## src/rtl/knn_cluster_scheduler_if.sv

```systemverilog
// rtl/knn_cluster_scheduler_if.sv - query control and cluster datapath signals of the KNN scheduler
interface knn_cluster_scheduler_if #(
    parameter int SIZE       = 32,
    parameter int CLSTR_SIZE = 2,
    parameter int ARRAY_SIZE = 6
);
    localparam int IDX_W = (ARRAY_SIZE > 1) ? $clog2(ARRAY_SIZE) : 1;

    logic                                 start;
    logic                                 busy;
    logic                                 chunk_valid;
    logic [IDX_W-1:0]                     base_idx;
    logic [CLSTR_SIZE-1:0]                lane_mask;
    logic                                 dst_valid;
    logic [CLSTR_SIZE-1:0][SIZE-1:0]      dst_in;
    logic                                 done;
    logic [IDX_W-1:0]                     best_idx;
    logic [SIZE-1:0]                      best_dst;

    // Query controller / datapath side
    modport master (
        output start, dst_valid, dst_in,
        input  busy, chunk_valid, base_idx, lane_mask, done, best_idx, best_dst
    );

    // Scheduler side
    modport slave (
        input  start, dst_valid, dst_in,
        output busy, chunk_valid, base_idx, lane_mask, done, best_idx, best_dst
    );
endinterface

```

## src/rtl/knn_cluster_scheduler.sv

```systemverilog
// rtl/knn_cluster_scheduler.sv - chunked nearest-point search sequencer for the KNN distance cluster
module knn_cluster_scheduler #(
    parameter int SIZE       = 32,
    parameter int CLSTR_SIZE = 2,
    parameter int ARRAY_SIZE = 6
) (
    input  logic                      clk,
    input  logic                      rst,
    knn_cluster_scheduler_if.slave    bus
);
    localparam int IDX_W   = (ARRAY_SIZE > 1) ? $clog2(ARRAY_SIZE) : 1;
    localparam int N_CHUNK = (ARRAY_SIZE + CLSTR_SIZE - 1) / CLSTR_SIZE;
    localparam int CHUNK_W = (N_CHUNK > 1) ? $clog2(N_CHUNK) : 1;
    localparam logic [CHUNK_W-1:0] LAST_CHUNK = CHUNK_W'(N_CHUNK - 1);

    localparam logic [2:0] S_IDLE  = 3'd0;
    localparam logic [2:0] S_ISSUE = 3'd1;
    localparam logic [2:0] S_WAIT  = 3'd2;
    localparam logic [2:0] S_CMP   = 3'd3;
    localparam logic [2:0] S_DONE  = 3'd4;

    logic [2:0]                       state_q, state_d;
    logic [CHUNK_W-1:0]               chunk_q, chunk_d;
    logic                             first_q, first_d;
    logic [CLSTR_SIZE-1:0][SIZE-1:0]  dst_q, dst_d;
    logic [IDX_W-1:0]                 base_idx_q, base_idx_d;
    logic [CLSTR_SIZE-1:0]            lane_mask_q, lane_mask_d;
    logic [IDX_W-1:0]                 best_idx_q, best_idx_d;
    logic [SIZE-1:0]                  best_dst_q, best_dst_d;

    logic [IDX_W-1:0]                 cmp_idx;
    logic [SIZE-1:0]                  cmp_dst;
    logic                             cmp_first;

    // Lanes beyond the end of the point array are disabled
    function automatic logic [CLSTR_SIZE-1:0] mask_for(input int chunk);
        logic [CLSTR_SIZE-1:0] m;
        for (int i = 0; i < CLSTR_SIZE; i++) begin
            m[i] = ((chunk * CLSTR_SIZE + i) < ARRAY_SIZE);
        end
        return m;
    endfunction

    function automatic logic [IDX_W-1:0] base_for(input int chunk);
        return IDX_W'(chunk * CLSTR_SIZE);
    endfunction

    // Running-minimum update over the captured chunk; ascending scan with strict
    // less-than so that ties keep the lower index
    always_comb begin
        cmp_idx   = best_idx_q;
        cmp_dst   = best_dst_q;
        cmp_first = first_q;
        for (int i = 0; i < CLSTR_SIZE; i++) begin
            if (lane_mask_q[i] && (cmp_first || (dst_q[i] < cmp_dst))) begin
                cmp_idx   = IDX_W'(int'(base_idx_q) + i);
                cmp_dst   = dst_q[i];
                cmp_first = 1'b0;
            end
        end
    end

    // Next-state logic for the sequencing FSM and its data registers
    always_comb begin
        state_d     = state_q;
        chunk_d     = chunk_q;
        first_d     = first_q;
        dst_d       = dst_q;
        base_idx_d  = base_idx_q;
        lane_mask_d = lane_mask_q;
        best_idx_d  = best_idx_q;
        best_dst_d  = best_dst_q;
        case (state_q)
            S_IDLE: begin
                if (bus.start) begin
                    chunk_d     = '0;
                    first_d     = 1'b1;
                    base_idx_d  = base_for(0);
                    lane_mask_d = mask_for(0);
                    state_d     = S_ISSUE;
                end
            end
            S_ISSUE: begin
                state_d = S_WAIT;
            end
            S_WAIT: begin
                if (bus.dst_valid) begin
                    dst_d   = bus.dst_in;
                    state_d = S_CMP;
                end
            end
            S_CMP: begin
                best_idx_d = cmp_idx;
                best_dst_d = cmp_dst;
                first_d    = cmp_first;
                if (chunk_q == LAST_CHUNK) begin
                    state_d = S_DONE;
                end else begin
                    chunk_d     = chunk_q + 1'b1;
                    base_idx_d  = base_for(int'(chunk_q) + 1);
                    lane_mask_d = mask_for(int'(chunk_q) + 1);
                    state_d     = S_ISSUE;
                end
            end
            S_DONE: begin
                state_d = S_IDLE;
            end
            default: begin
                state_d = S_IDLE;
            end
        endcase
    end

    // State registers; asynchronous reset abandons any query in flight
    always_ff @(posedge clk or negedge rst) begin
        if (!rst) begin
            state_q     <= S_IDLE;
            chunk_q     <= '0;
            first_q     <= 1'b0;
            dst_q       <= '0;
            base_idx_q  <= '0;
            lane_mask_q <= '0;
            best_idx_q  <= '0;
            best_dst_q  <= '1;
        end else begin
            state_q     <= state_d;
            chunk_q     <= chunk_d;
            first_q     <= first_d;
            dst_q       <= dst_d;
            base_idx_q  <= base_idx_d;
            lane_mask_q <= lane_mask_d;
            best_idx_q  <= best_idx_d;
            best_dst_q  <= best_dst_d;
        end
    end

    assign bus.busy        = (state_q != S_IDLE);
    assign bus.chunk_valid = (state_q == S_ISSUE);
    assign bus.done        = (state_q == S_DONE);
    assign bus.base_idx    = base_idx_q;
    assign bus.lane_mask   = lane_mask_q;
    assign bus.best_idx    = best_idx_q;
    assign bus.best_dst    = best_dst_q;
endmodule

```

## src/flat_wrapper.sv

```systemverilog
// flat-port wrapper written by rule: the top's interface ports become plain ports
module knn_cluster_scheduler_flat 
#(
    parameter int SIZE       = 32,
    parameter int CLSTR_SIZE = 2,
    parameter int ARRAY_SIZE = 6
)
  (clk, rst, bus_start, bus_dst_valid, bus_dst_in, bus_busy, bus_chunk_valid, bus_base_idx, bus_lane_mask, bus_done, bus_best_idx, bus_best_dst);
  knn_cluster_scheduler_if #(.SIZE(SIZE), .CLSTR_SIZE(CLSTR_SIZE), .ARRAY_SIZE(ARRAY_SIZE)) bus_i ();
  input  logic clk;
  input  logic rst;
  input wire logic [$bits(bus_i.start)-1:0] bus_start;
  input wire logic [$bits(bus_i.dst_valid)-1:0] bus_dst_valid;
  input wire logic [$bits(bus_i.dst_in)-1:0] bus_dst_in;
  output wire logic [$bits(bus_i.busy)-1:0] bus_busy;
  output wire logic [$bits(bus_i.chunk_valid)-1:0] bus_chunk_valid;
  output wire logic [$bits(bus_i.base_idx)-1:0] bus_base_idx;
  output wire logic [$bits(bus_i.lane_mask)-1:0] bus_lane_mask;
  output wire logic [$bits(bus_i.done)-1:0] bus_done;
  output wire logic [$bits(bus_i.best_idx)-1:0] bus_best_idx;
  output wire logic [$bits(bus_i.best_dst)-1:0] bus_best_dst;
  assign bus_i.start = bus_start;
  assign bus_i.dst_valid = bus_dst_valid;
  assign bus_i.dst_in = bus_dst_in;
  assign bus_busy = bus_i.busy;
  assign bus_chunk_valid = bus_i.chunk_valid;
  assign bus_base_idx = bus_i.base_idx;
  assign bus_lane_mask = bus_i.lane_mask;
  assign bus_done = bus_i.done;
  assign bus_best_idx = bus_i.best_idx;
  assign bus_best_dst = bus_i.best_dst;
  knn_cluster_scheduler #(.SIZE(SIZE), .CLSTR_SIZE(CLSTR_SIZE), .ARRAY_SIZE(ARRAY_SIZE)) u_core (.clk(clk), .rst(rst), .bus(bus_i));
endmodule
```

## config.mk

```make
export PLATFORM = sky130hd
export DESIGN_NAME = knn_cluster_scheduler_flat
export DESIGN_NICKNAME = d
export VERILOG_FILES = /design/src/rtl/knn_cluster_scheduler_if.sv /design/src/rtl/knn_cluster_scheduler.sv /design/src/flat_wrapper.sv
export SDC_FILE = /design/constraint.sdc
export NUM_CORES = 1
export LEC_CHECK = 0
export CAP_MARGIN = 15
export CORE_MARGIN = 1.5
export CORE_UTILIZATION = 40
export DETAILED_ROUTE_END_ITERATION = 12
export GPL_TIMING_DRIVEN = 0
export HOLD_SLACK_MARGIN = 0.1
export PLACE_DENSITY = 0.66
export SETUP_SLACK_MARGIN = 0.02
export SLEW_MARGIN = 20
export SYNTH_ARGS = -nofsm -noshare
export SYNTH_HDL_FRONTEND = slang
export SYNTH_SLANG_ARGS = --single-unit
```

## constraint.sdc

```tcl
create_clock -name clk -period 4.4 [get_ports clk]
set_input_delay 0.88 -clock clk [delete_from_list [all_inputs] [get_ports clk]]
set_output_delay 0.88 -clock clk [all_outputs]
set_load 0.01 [all_outputs]
```

## Word-level counts from Yosys, hierarchy flattened

Cells that the tools add are included.

| storage, ports and cells | value |
|---|---|
| input port bits | 68 |
| logic and storage cells | 59 |
| flip-flop bits (word level) | 110 |
| output and inout bits | 43 |

| cells by class | value |
|---|---|
| magnitude comparators | 4 |
| $add $sub $neg | 4 |
| multiplexer cells | 21 |
| reduce and logical (&&, ||, !) cells | 13 |
| equal/unequal tests | 8 |

Operators by type and width:

| kind | count |
|---|---|
| 32-bit less-than comparator | 2 |
| 32-bit by 4-bit less-than comparator with 1-bit output (second input constant) | 2 |
| 32-bit 2-to-1 mux | 2 |
| 32-bit by 2-bit adder with 32-bit output (second input constant) | 1 |
| 3-bit 2-to-1 mux | 7 |
| 3-bit one-hot mux with 4 select lines | 1 |
| 2-bit 2-to-1 mux | 4 |
| 2-bit one-hot mux with 2 select lines | 2 |
| 2-bit AND reduction | 4 |
| 3-bit by 2-bit equality test with 1-bit output (second input constant) | 2 |
| 2-bit != test (second input constant) | 3 |
| 3-bit one-hot mux with 2 select lines | 1 |
| 2-bit nonzero test | 2 |
| 2-bit by 1-bit adder with 3-bit output (second input constant) | 1 |
| 3-bit by 1-bit adder with 3-bit output (second input constant) | 1 |
| 3-bit by 1-bit equality test with 1-bit output (second input constant) | 1 |
| 3-bit equality test (second input constant) | 1 |
| 3-bit logical NOT | 1 |
| 1-bit 2-to-1 mux | 3 |
| 3-bit AND reduction | 1 |
| 3-bit nonzero test | 1 |
| 2-bit by 1-bit adder with 2-bit output (second input constant) | 1 |
| 2-bit equality test (second input constant) | 1 |
| 1-bit logical AND | 2 |
| other kinds (2) | 3 |

## Logic depth before layout (Yosys ltp)

| logic depth | value |
|---|---|
| word-level depth | 9 |
| mapped depth | 19 |
| mapped depth without buffers | 17 |

## Least setup slack after synthesis

No wires, ideal clock.

| path | value |
|---|---|
| path type | register -> register |
| from | reg u_core.best_dst_q[27] (netlist: u_core.bus.best_dst[27]) |
| to | reg u_core.best_dst_q[0] (netlist: u_core.bus.best_dst[0]) |
| clock period less this slack | 4.500 ns |
| cell stages (with the launch flop) | 20 |
| library setup time | 0.079 ns |
| path buffers | 2 |
| path slack | -0.100 ns |
| data arrival time | 4.422 ns |
| cell sequence | dfstp_2 -> inv_1 -> ha_1 -> nand4_1 -> nor4_1 -> a21oi_1 -> a32oi_1 -> nor2_4 -> buf_2 -> mux2i_1 -> ha_1 -> nand4_1 -> nor4_2 -> nand4_1 -> and4_2 -> o211a_1 -> a311oi_4 -> buf_6 -> o221ai_1 -> o21ai_0 |

| between the ends | value |
|---|---|
| longest elaborated chain between the ends | 8 |
| elaborated cells on any way between the ends | 9 |
| those cells by class | order compare (2); mux (3); reduce/logical (4) |

Ends and longest elaborated chain:

| item | RTL line | source |
|---|---|---|
| from (decl) | knn_cluster_scheduler.sv:29 | `logic [SIZE-1:0] best_dst_q, best_dst_d;` |
| from (signal assigned) | knn_cluster_scheduler.sv:133 | `best_dst_q <= best_dst_d;` |
| 32-bit less-than comparator | knn_cluster_scheduler.sv:55 | `if (lane_mask_q[i] && (cmp_first \|\| (dst_q[i] < cmp_dst))) begin` |
| 1-bit logical OR | knn_cluster_scheduler.sv:55 |  |
| 1-bit logical AND | knn_cluster_scheduler.sv:55 |  |
| 32-bit 2-to-1 mux | knn_cluster_scheduler.sv:55 |  |
| 32-bit less-than comparator | knn_cluster_scheduler.sv:55 |  |
| 1-bit logical OR | knn_cluster_scheduler.sv:55 |  |
| 1-bit logical AND | knn_cluster_scheduler.sv:55 |  |
| 32-bit 2-to-1 mux * | knn_cluster_scheduler.sv:55 |  |

Mark *: on every way between the ends. The rest lies on a longest branch, timed or not.
A chain may end at the register's enable or synchronous reset.

## Final worst setup path

| path | value |
|---|---|
| from | reg u_core.best_dst_q[28] (netlist: u_core.bus.best_dst[28]) |
| to | reg u_core.best_dst_q[25] (netlist: u_core.bus.best_dst[25]) |

The elaborated chain is that of the path after synthesis.

==> run metrics <==
DIE HEIGHT=~130 microns; post-synthesis compound-gate area fraction=15.67%; wirelength, routed=between 15,000 and 20,000 microns; Min Hold Slack=about 0.46 ns; gr usage total=about 22%; Synth Area in Simple Gates=9.755%; Max Root-Sink Buffers=2; largest stage delay on the critical path=0.55 ns; initial core utilization=approximately 41%; RSZ-0062 raised after global routing=true; Most used DFF post-synth=dfrtp_1; Commonest cells post-synth=74 x dfrtp_1, 65 x ha_1, 62 x inv_1; failing checks=negative setup slack; FF+latch count, synth=106; Ports=111; Reg clk slew, reported paths=0.07 ns; Worst Setup Slack, final=-0.3444 ns; Synth area leader=dfrtp_1; Async SR Flop Fraction=100.0%; count leader, synth=dfrtp_1; drt first pass iters=5; Cells after Synth=around 630; die area=16,570 sq um; fraction of layout cells with a size suffix above 1=26.68%; routability congestion estimate from global placement=0.8765; via density per instance=5.395; # setup viols final=35; reg2reg end=u_core.bus.best_dst[25]; Maximum Capacitance Violations=0; r2r setup slk=-0.34 ns; Min-Delay Path Class=in2async; Synth warnings=0; Crit path buffers/inverters=5; Final #Nets=915; routed wire length per instance=18.22 microns; CP Capture Type=register; area share of the largest cell type after synthesis=29.28%; drt drc=0; vias in the first global route=5,342; Place WS=-0.9425 ns; Worst EP required=4.68 ns; cts hold-fix bufs=0; family with the most delay on the worst path=simple AND/OR/NAND/NOR gates; post-synthesis mux area share=12.19%; Hold Vio Cnt, Final=0; Post-Synth XOR/XNOR Area=0.1385%; Post-Synth Adder-Cell Area=12.86%; core area=15,310 sq um; Sink Count=106; most frequent CP cell=nand4_1; worst-path cell chain=inv_2 > ha_1 > nand4_1 > nor4_4 > a21oi_2 > a32oi_2 > nor2_4 > buf_6 > buf_16 > mux2i_4 > ha_1 > nand4_1 > nor4_4 > nand4_1 > and4_4 > o211a_1 > a311oi_4 > buf_12 > buf_6 > nor2_1 > o22ai_1; Critical-path top delay cell=dfstp_2; antenna violations before repair=0; Synth area leaders=dfrtp_1 29%, dfstp_2 13%, ha_1 13%; Core Rows=45; FMAX=210.8 MHz; number of synthesized flops with an enable pin=0; status=complete, but fails checks; clock buffer count from CTS=9; Synth cell types=44; Crit Path Max Fanout=10; minimum clock period=4.744 ns; Slew @ Worst Pin=0.7722 ns; first-pass GRT wire length=roughly 28,000 microns; via count=5,384; Clock Latency Late Sink=0.37 ns; DRT iter0 DRCs=between 300 and 400; H-tree depth=3; largest net degree at the start of global routing=55; Routed Antenna Nets=0; combinational family with the most area after synthesis=compound AO/OA/AOI/OAI gates; WP data arrival=5.03 ns; final cycle utilization of the critical path=107.8%; CTS tree=done; Die Wd=approximately 130 microns; Congestion Overflow GR=0; Layout area overhead=42.40%; post-synth net total=761; syn avg cell area=roughly 10 sq um; Root Driver=clkbuf_16; # diodes=0; max-slew violations=0; Rel. slew slack=48.52%; post-synthesis sequential area ratio=between 40% and 50%; Setup CP Type=reg2reg; number of port buffers=109; Setup crit start kind=register; cell area after synthesis=6324 sq um; post-DP HPWL=roughly 12,000 microns; Max Clock Skew=0.01056 ns; R2R cell count=21; Reg-to-Reg Start=u_core.bus.best_dst[28]
kinds of logic (layout without fill, tap and decap cells):
logic type | Yosys count | after routing
compound gates | 154 | 154
xor+xnor | 1 | 1
fa+ha+maj | 65 | 65
buf+inv | 93 | 252
flops | 106 | 106
mux | 72 | 72
other cells | 1 | 1
simple gates | 136 | 136
how the worst max path moves through the flow:
stage / cells after the start / end / from / slack [ns]
after floorplan: 19 / u_core.bus.best_dst[0] / u_core.bus.best_dst[11] / 0.03
after global placement: 1 / u_core.dst_q[2] / rst / -1.56
after detailed placement: 19 / u_core.bus.best_dst[19] / u_core.bus.best_dst[11] / -0.94
after CTS: 21 / u_core.bus.best_dst[17] / u_core.bus.best_dst[28] / -0.34
after global routing: 22 / u_core.bus.best_dst[23] / u_core.bus.best_dst[27] / -0.55
final: 21 / u_core.bus.best_dst[25] / u_core.bus.best_dst[28] / -0.34
stage by stage:
step | area [sq um] | std cells | util (%) | setup TNS (ns)
2_1_floorplan | 6334 | 628 | - | 0
3_3_place_gp | 7689 | 948 | 50.20 | -152.62
3_5_place_dp | 7717 | 949 | 50.39 | -31.69
4_1_cts | 8404 | 982 | 54.88 | -10.77
5_1_grt | 9005 | 998 | 58.80 | -17.56
6_report | 9005 | 998 | 58.80 | -10.12
sequential cells by signal, summed over array words and instances, names as in the netlist:
register and cells:
u_core.chunk_q 2, u_core.bus.lane_mask 1, u_core.bus.best_idx 3, u_core.dst_q 64, u_core.bus.best_dst 32, u_core.state_q 3
u_core.first_q 1
final cells by class:
type,count,area [sq um]
Buffer,31,261.5
Clock buffer,12,256.5
Clock inverter,4,97.59
Fill cell,1273,6310
Inverter,62,232.7
Multi-Input combinational cell,429,3745
Sequential cell,106,2693
Tap cell,211,264.0
Timing Repair Buffer,143,1455
routing by layer:
layer | track usage, % | part of all wire, %
met1 | 27.93 | 42
met3 | 4.283 | 5.0
met2 | 36.80 | 51
met4 | 8.592 | 2.4
met5 | 0 | 0
layout by cell type, fill, tap and decap left out, types with 12 or more instances in the layout:
cell	count
a21oi_1	21
buf_4	28
mux2i_1	15
clkdlybuf4s50_1	108
dfrtp_1	74
nor2_1	43
ha_1	49
mux2_2	40
nand4_1	12
dfstp_2	32
o21ai_0	44
nand2_1	50
inv_1	54
a21o_1	21
ha_4	16
clkbuf_1	18
o22ai_1	30
timing repair:
action                                 4_1_cts  5_1_grt
setup endpoints to repair                   35       35
cloned                                       2        0
resized for setup                           33       76
setup buffers                               15       16
endpoints found under the hold margin        0        0
pin swaps                                   17       27
Power is not shown: default switching activity piles up to over one toggle a cycle in this logic, so the estimate is an artifact.
==> RTL edit 1, RTL diff (same settings) <==
`CLSTR_SIZE` is set to 2 in 3 places; all go to 8.
--- a/src/rtl/knn_cluster_scheduler_if.sv
+++ b/src/rtl/knn_cluster_scheduler_if.sv
@@ -2,5 +2,5 @@
 interface knn_cluster_scheduler_if #(
     parameter int SIZE       = 32,
-    parameter int CLSTR_SIZE = 2,
+    parameter int CLSTR_SIZE = 8,
     parameter int ARRAY_SIZE = 6
 );
--- a/src/rtl/knn_cluster_scheduler.sv
+++ b/src/rtl/knn_cluster_scheduler.sv
@@ -2,5 +2,5 @@
 module knn_cluster_scheduler #(
     parameter int SIZE       = 32,
-    parameter int CLSTR_SIZE = 2,
+    parameter int CLSTR_SIZE = 8,
     parameter int ARRAY_SIZE = 6
 ) (
--- a/src/flat_wrapper.sv
+++ b/src/flat_wrapper.sv
@@ -3,5 +3,5 @@
 #(
     parameter int SIZE       = 32,
-    parameter int CLSTR_SIZE = 2,
+    parameter int CLSTR_SIZE = 8,
     parameter int ARRAY_SIZE = 6
 )
Ports: changed (resized bus_dst_in and bus_lane_mask); port bits go from 111 to 309. No check against the original RTL was run, so the function may have changed too.
==> RTL edit 1 against the unedited design <==
  * The run still ends with negative setup slack left
  * Global-route usage rose by 5.6 points
  * Wire length rose to 3.0 times the old value
  * Critical path depth rose by 69
  * Final area rose by 140%
  * Synthesized area rose by 140%
  * Sequential cell count rose by 126
  * Via count rose by 150%
  * Count of clock-buffer cells in the layout rose by 24
  * Setup slack got worse by 10 ns
  * Die area rose by 140%
  * Maximum frequency fell by 68%
  * Critical path type unchanged
  * Largest cell class unchanged
Power is left out: the tool's default activity adds up to more than one toggle a clock period on the data nets, which glitch-free logic cannot reach.
==> RTL edit 1: results (changes against the unedited design) <==
.. list-table::
   :header-rows: 1

   * - Metric
     - Value
   * - Global-route usage over all layers
     - 0.275 (was 0.219)
   * - Post-Syn Instances
     - 1530 (was 628)
   * - Max Fanout on Critical Path
     - 7 (was 10)
   * - Cell area after placement
     - 18800 um^2 (was 7720 um^2)
   * - Final layout net count
     - 2340 (was 915)
   * - Cell types with the highest counts after synthesis
     - mux2_2 (216), dfrtp_1 (200), ha_1 (181) (was dfrtp_1 (74), ha_1 (65), inv_1 (62))
   * - Fraction of final layout cells with drive strength greater than 1
     - 0.326 (was 0.267)
   * - Number of global-route vias before repair
     - 13300 (was 5342)
   * - Worst setup skew after layout
     - 0.0174 ns (was 0.0106 ns)
   * - Delay of the slowest cell on the worst path
     - 0.58 ns (was 0.55 ns)
   * - Outcome
     - complete, but fails checks (unchanged)
   * - Largest net degree at the start of global routing
     - 90 (was 55)
   * - Final routed wire length divided by cell count
     - 22.7 um (was 18.2 um)
   * - Final std cells w/o fill
     - 2430 (was 998)
   * - H-tree depth
     - 1 (was 3)
   * - Setup-failing EPs final
     - 35 (unchanged)
   * - PnR worst setup slack
     - -10.53 ns (was -0.344 ns)
   * - Data arrival time of the critical path
     - 15.42 ns (was 5.03 ns)
   * - DP Worst Slack
     - -11.89 ns (was -0.943 ns)
   * - Biggest area contributors in the synthesized netlist
     - dfrtp_1 (32%), mux2_2 (16%), ha_1 (15%), dfstp_2 (5.5%), a21oi_1 (4.1%) (was dfrtp_1 (29%), dfstp_2 (13%), ha_1 (13%), mux2_2 (7.1%), mux2i_1 (5.1%))
   * - DP Wirelength
     - 42500 um (was 12500 um)
   * - Cell class contributing the biggest share of worst-path delay
     - compound AO/OA/AOI/OAI gates (was simple AND/OR/NAND/NOR gates)
   * - Wire length of the first global-routing pass
     - 80500 um (was 27800 um)
   * - Violations in the final reports
     - negative setup slack (unchanged)
   * - Clock tree buffer depth
     - 3 (was 2)
   * - # Post-CTS Setup Buffers
     - 59 (was 15)
   * - Number of violations reported at the end of detailed-routing iteration 0
     - 848 (was 308)
   * - Num CTS Buffers
     - 27 (was 9)
   * - Final weighted congestion in routability-driven placement
     - 0.940 (was 0.877)
   * - Count of instances resized after the clock tree is built
     - 184 (was 33)
   * - Post-synthesis sequential area ratio
     - 0.380 (was 0.426)
   * - Clock latency at the later pin of the worst-skew pair
     - 0.58 ns (was 0.37 ns)
   * - Sum Neg Setup Slack
     - -367.38 ns (was -10.12 ns)
==> RTL edit 1: cell count changes after synthesis, moves of 41 or more <==
cell / change
a21oi_1: +101
dfrtp_1: +126
mux2_2: +176
inv_1: +41
ha_1: +116
o21ai_0: +57
nor2_1: +75
==> RTL edit 1: area by class of cell <==
class / count / area (um^2)
inverters: 103 / 389
multi-input cells: 1122 / 9840
flip-flops and latches: 232 / 5850
clock inverters: 13 / 231
plain buffers: 78 / 677
fillers: 3302 / 16100
repair buffers: 335 / 3230
well taps: 511 / 639
clock buffers: 36 / 759
==> RTL edit 1: per-layer routing <==
layer | vias to the layer above | global-route usage | routed length (um)
li1 | 6250 | - | -
met4 | 0 | 0.128 | 2870
met2 | 419 | 0.429 | 24700
met3 | 117 | 0.0405 | 3030
met1 | 6622 | 0.375 | 24700
met5 | - | 0 | 0
==> RTL edit 1: worst paths after layout <==
kind,slack (ns),cells after the start,from,endpoint
max,-10.53,90,u_core.bus.best_dst[26]$_DFFE_PN1P_,u_core.bus.best_dst[23]$_DFFE_PN1P_
min,0.23,1,rst,u_core.dst_q[186]$_DFFE_PN0P_
max reg2reg,-10.53,90,u_core.bus.best_dst[26]$_DFFE_PN1P_,u_core.bus.best_dst[23]$_DFFE_PN1P_
min reg2reg,0.51,2,u_core.first_q$_DFFE_PN0P_,u_core.first_q$_DFFE_PN0P_
max in group asynchronous,2.95,3,rst,u_core.dst_q[42]$_DFFE_PN0P_
min in group clk,0.51,2,u_core.first_q$_DFFE_PN0P_,u_core.first_q$_DFFE_PN0P_
==> RTL edit 1: logic make-up after synthesis <==
group	after synthesis	synth area share
compound gates	404	0.163
mux	222	0.162
xor+xnor	2	0.00163
simple gates	302	0.0929
buf+inv	181	0.0504
other cells	1	0.000243
fa+ha+maj	186	0.150
flops	232	0.380
==> RTL edit 2, RTL diff (same flow settings) <==
Without the edit above. Make the reset (`rst`) synchronous in one clocked block. Comments in the files are not updated.
--- a/src/rtl/knn_cluster_scheduler.sv
+++ b/src/rtl/knn_cluster_scheduler.sv
@@ -113,5 +113,5 @@
 
     // State registers; asynchronous reset abandons any query in flight
-    always_ff @(posedge clk or negedge rst) begin
+    always_ff @(posedge clk) begin
         if (!rst) begin
             state_q     <= S_IDLE;
Function: differs if rst is asserted again (counterexample within 4 cycles, from zero or initial values and one cycle with rst low); with rst held inactive, the same outputs for 10 cycles.
==> RTL edit 2 against the unedited design <==
  * Critical path type unchanged
  * Wire length increased by 9.2%
  * Cell count grew 16%
  * Final area rose by 1.2%
  * Sequential cell count is the same
  * Synthesized area grew 2.3%
  * Setup slack improved by 0.39 ns
Power is left out: it rests on default switching activity, and per cell area and clock period it moved more than threefold.
==> RTL edit 2: results (changes against the unedited design) <==
.. list-table::
   :header-rows: 1

   * - Metric
     - Value
   * - Outcome
     - complete, no violations (was complete, but fails checks)
   * - Async set-or-reset flop fraction in the synthesized netlist
     - 0 (was 1.00)
   * - Worst setup skew after layout
     - 0.0110 ns (was 0.0106 ns)
   * - Worst hold margin
     - 0.472 ns (was 0.458 ns)
   * - Remaining max-slew budget at the tightest pin
     - 0.453 (was 0.485)
   * - Worst flop-to-flop path startpoint
     - u_core.bus.best_dst[13]$_SDFFE_PN1P_ (was u_core.bus.best_dst[28]$_DFFE_PN1P_)
   * - DP Worst Slack
     - -0.313 ns (was -0.943 ns)
   * - Final routed wire length divided by cell count
     - 17.2 um (was 18.2 um)
   * - DP Wirelength
     - 13900 um (was 12500 um)
   * - Reg2Reg Capture Point
     - u_core.bus.best_dst[24]$_SDFFE_PN1P_ (was u_core.bus.best_dst[25]$_DFFE_PN1P_)
   * - Fraction of final layout cells with drive strength greater than 1
     - 0.198 (was 0.267)
   * - Post-Route WL
     - 19900 um (was 18200 um)
   * - Syn_nets
     - 905 (was 761)
   * - Port Buffers
     - 108 (was 109)
   * - Synth unique cells
     - 60 (was 44)
   * - Met3 Usage GRT
     - 0.0242 (was 0.0428)
   * - Final weighted congestion in routability-driven placement
     - 0.837 (was 0.877)
   * - Data arrival time of the critical path
     - 4.56 ns (was 5.03 ns)
   * - Global-route usage over all layers
     - 0.222 (was 0.219)
   * - Post-synthesis sequential area ratio
     - 0.328 (was 0.426)
   * - Cell types with the highest counts after synthesis
     - nand2_1 (185), dfxtp_1 (106), a21boi_0 (69) (was dfrtp_1 (74), ha_1 (65), inv_1 (62))
   * - Number of global-route vias before repair
     - 5461 (was 5342)
   * - Crit path max-delay cell type
     - a21oi_4 (was dfstp_2)
   * - Delay of the slowest cell on the worst path
     - 0.40 ns (was 0.55 ns)
   * - Overall via count from detail_route
     - 6138 (was 5384)
   * - Cell class contributing the biggest share of worst-path delay
     - compound AO/OA/AOI/OAI gates (was simple AND/OR/NAND/NOR gates)
   * - Post-Syn Instances
     - 772 (was 628)
   * - Number of cells after detailed placement
     - 1097 (was 949)
==> RTL edit 2: cell count changes after synthesis, moves of 29 or more <==
cell      before  now
nand2_1       52  185
nor3_1         5   34
a21boi_0       0   69
dfxtp_1        0  106
dfrtp_1       74    0
o22ai_1       31    0
o21ai_0       47   10
mux2_2        40    0
dfstp_2       32    0
o311ai_1       0   31
==> RTL edit 2: area by class of cell <==
class | instances | area (um^2) | area share
repair buffers | 150 | 1480 | 0.163
plain buffers | 56 | 367 | 0.0402
well taps | 216 | 270 | 0.0297
clock inverters | 7 | 78.8 | 0.00865
flip-flops and latches | 106 | 2170 | 0.238
inverters | 38 | 145 | 0.0159
multi-input cells | 572 | 4380 | 0.480
clock buffers | 9 | 225 | 0.0247
==> RTL edit 2: repair_timing <==
action,in CTS,in global routing
pin swaps,7,50
setup buffers,5,30
resized for setup,15,131
gates cloned,0,6
setup endpoints to repair,35,35
==> RTL edit 2: cells by family after synthesis <==
kind of cell               after synthesis  share of synthesized area
adders and majority gates               65                      0.126
xor gates and xnor gates                 1                    0.00135
buffers and inverters                   94                     0.0729
AOI/OAI and AO/OA                      203                      0.241
and+or+nand+nor                        270                      0.181
other                                    1                   0.000580
muxes                                   32                     0.0495
DFF                                    106                      0.328
==> RTL edit 2: layer usage <==
| layer | vias to the layer above | part of all wire | wire (um) |
|---|---|---|---|
| li1 | 3046 | - | - |
| met1 | 2887 | 0.48 | 9480 |
| met2 | 185 | 0.46 | 9190 |
| met3 | 20 | 0.046 | 904 |
| met4 | 0 | 0.014 | 282 |
| met5 | - | 0 | 0 |
==> RTL edit 2: metrics by stage <==
stage,instance area (um^2),util
2_1_floorplan,6470,-
3_3_place_gp,7820,0.494
3_5_place_dp,7830,0.495
4_1_cts,8220,0.519
5_1_grt,9110,0.576
6_report,9110,0.576
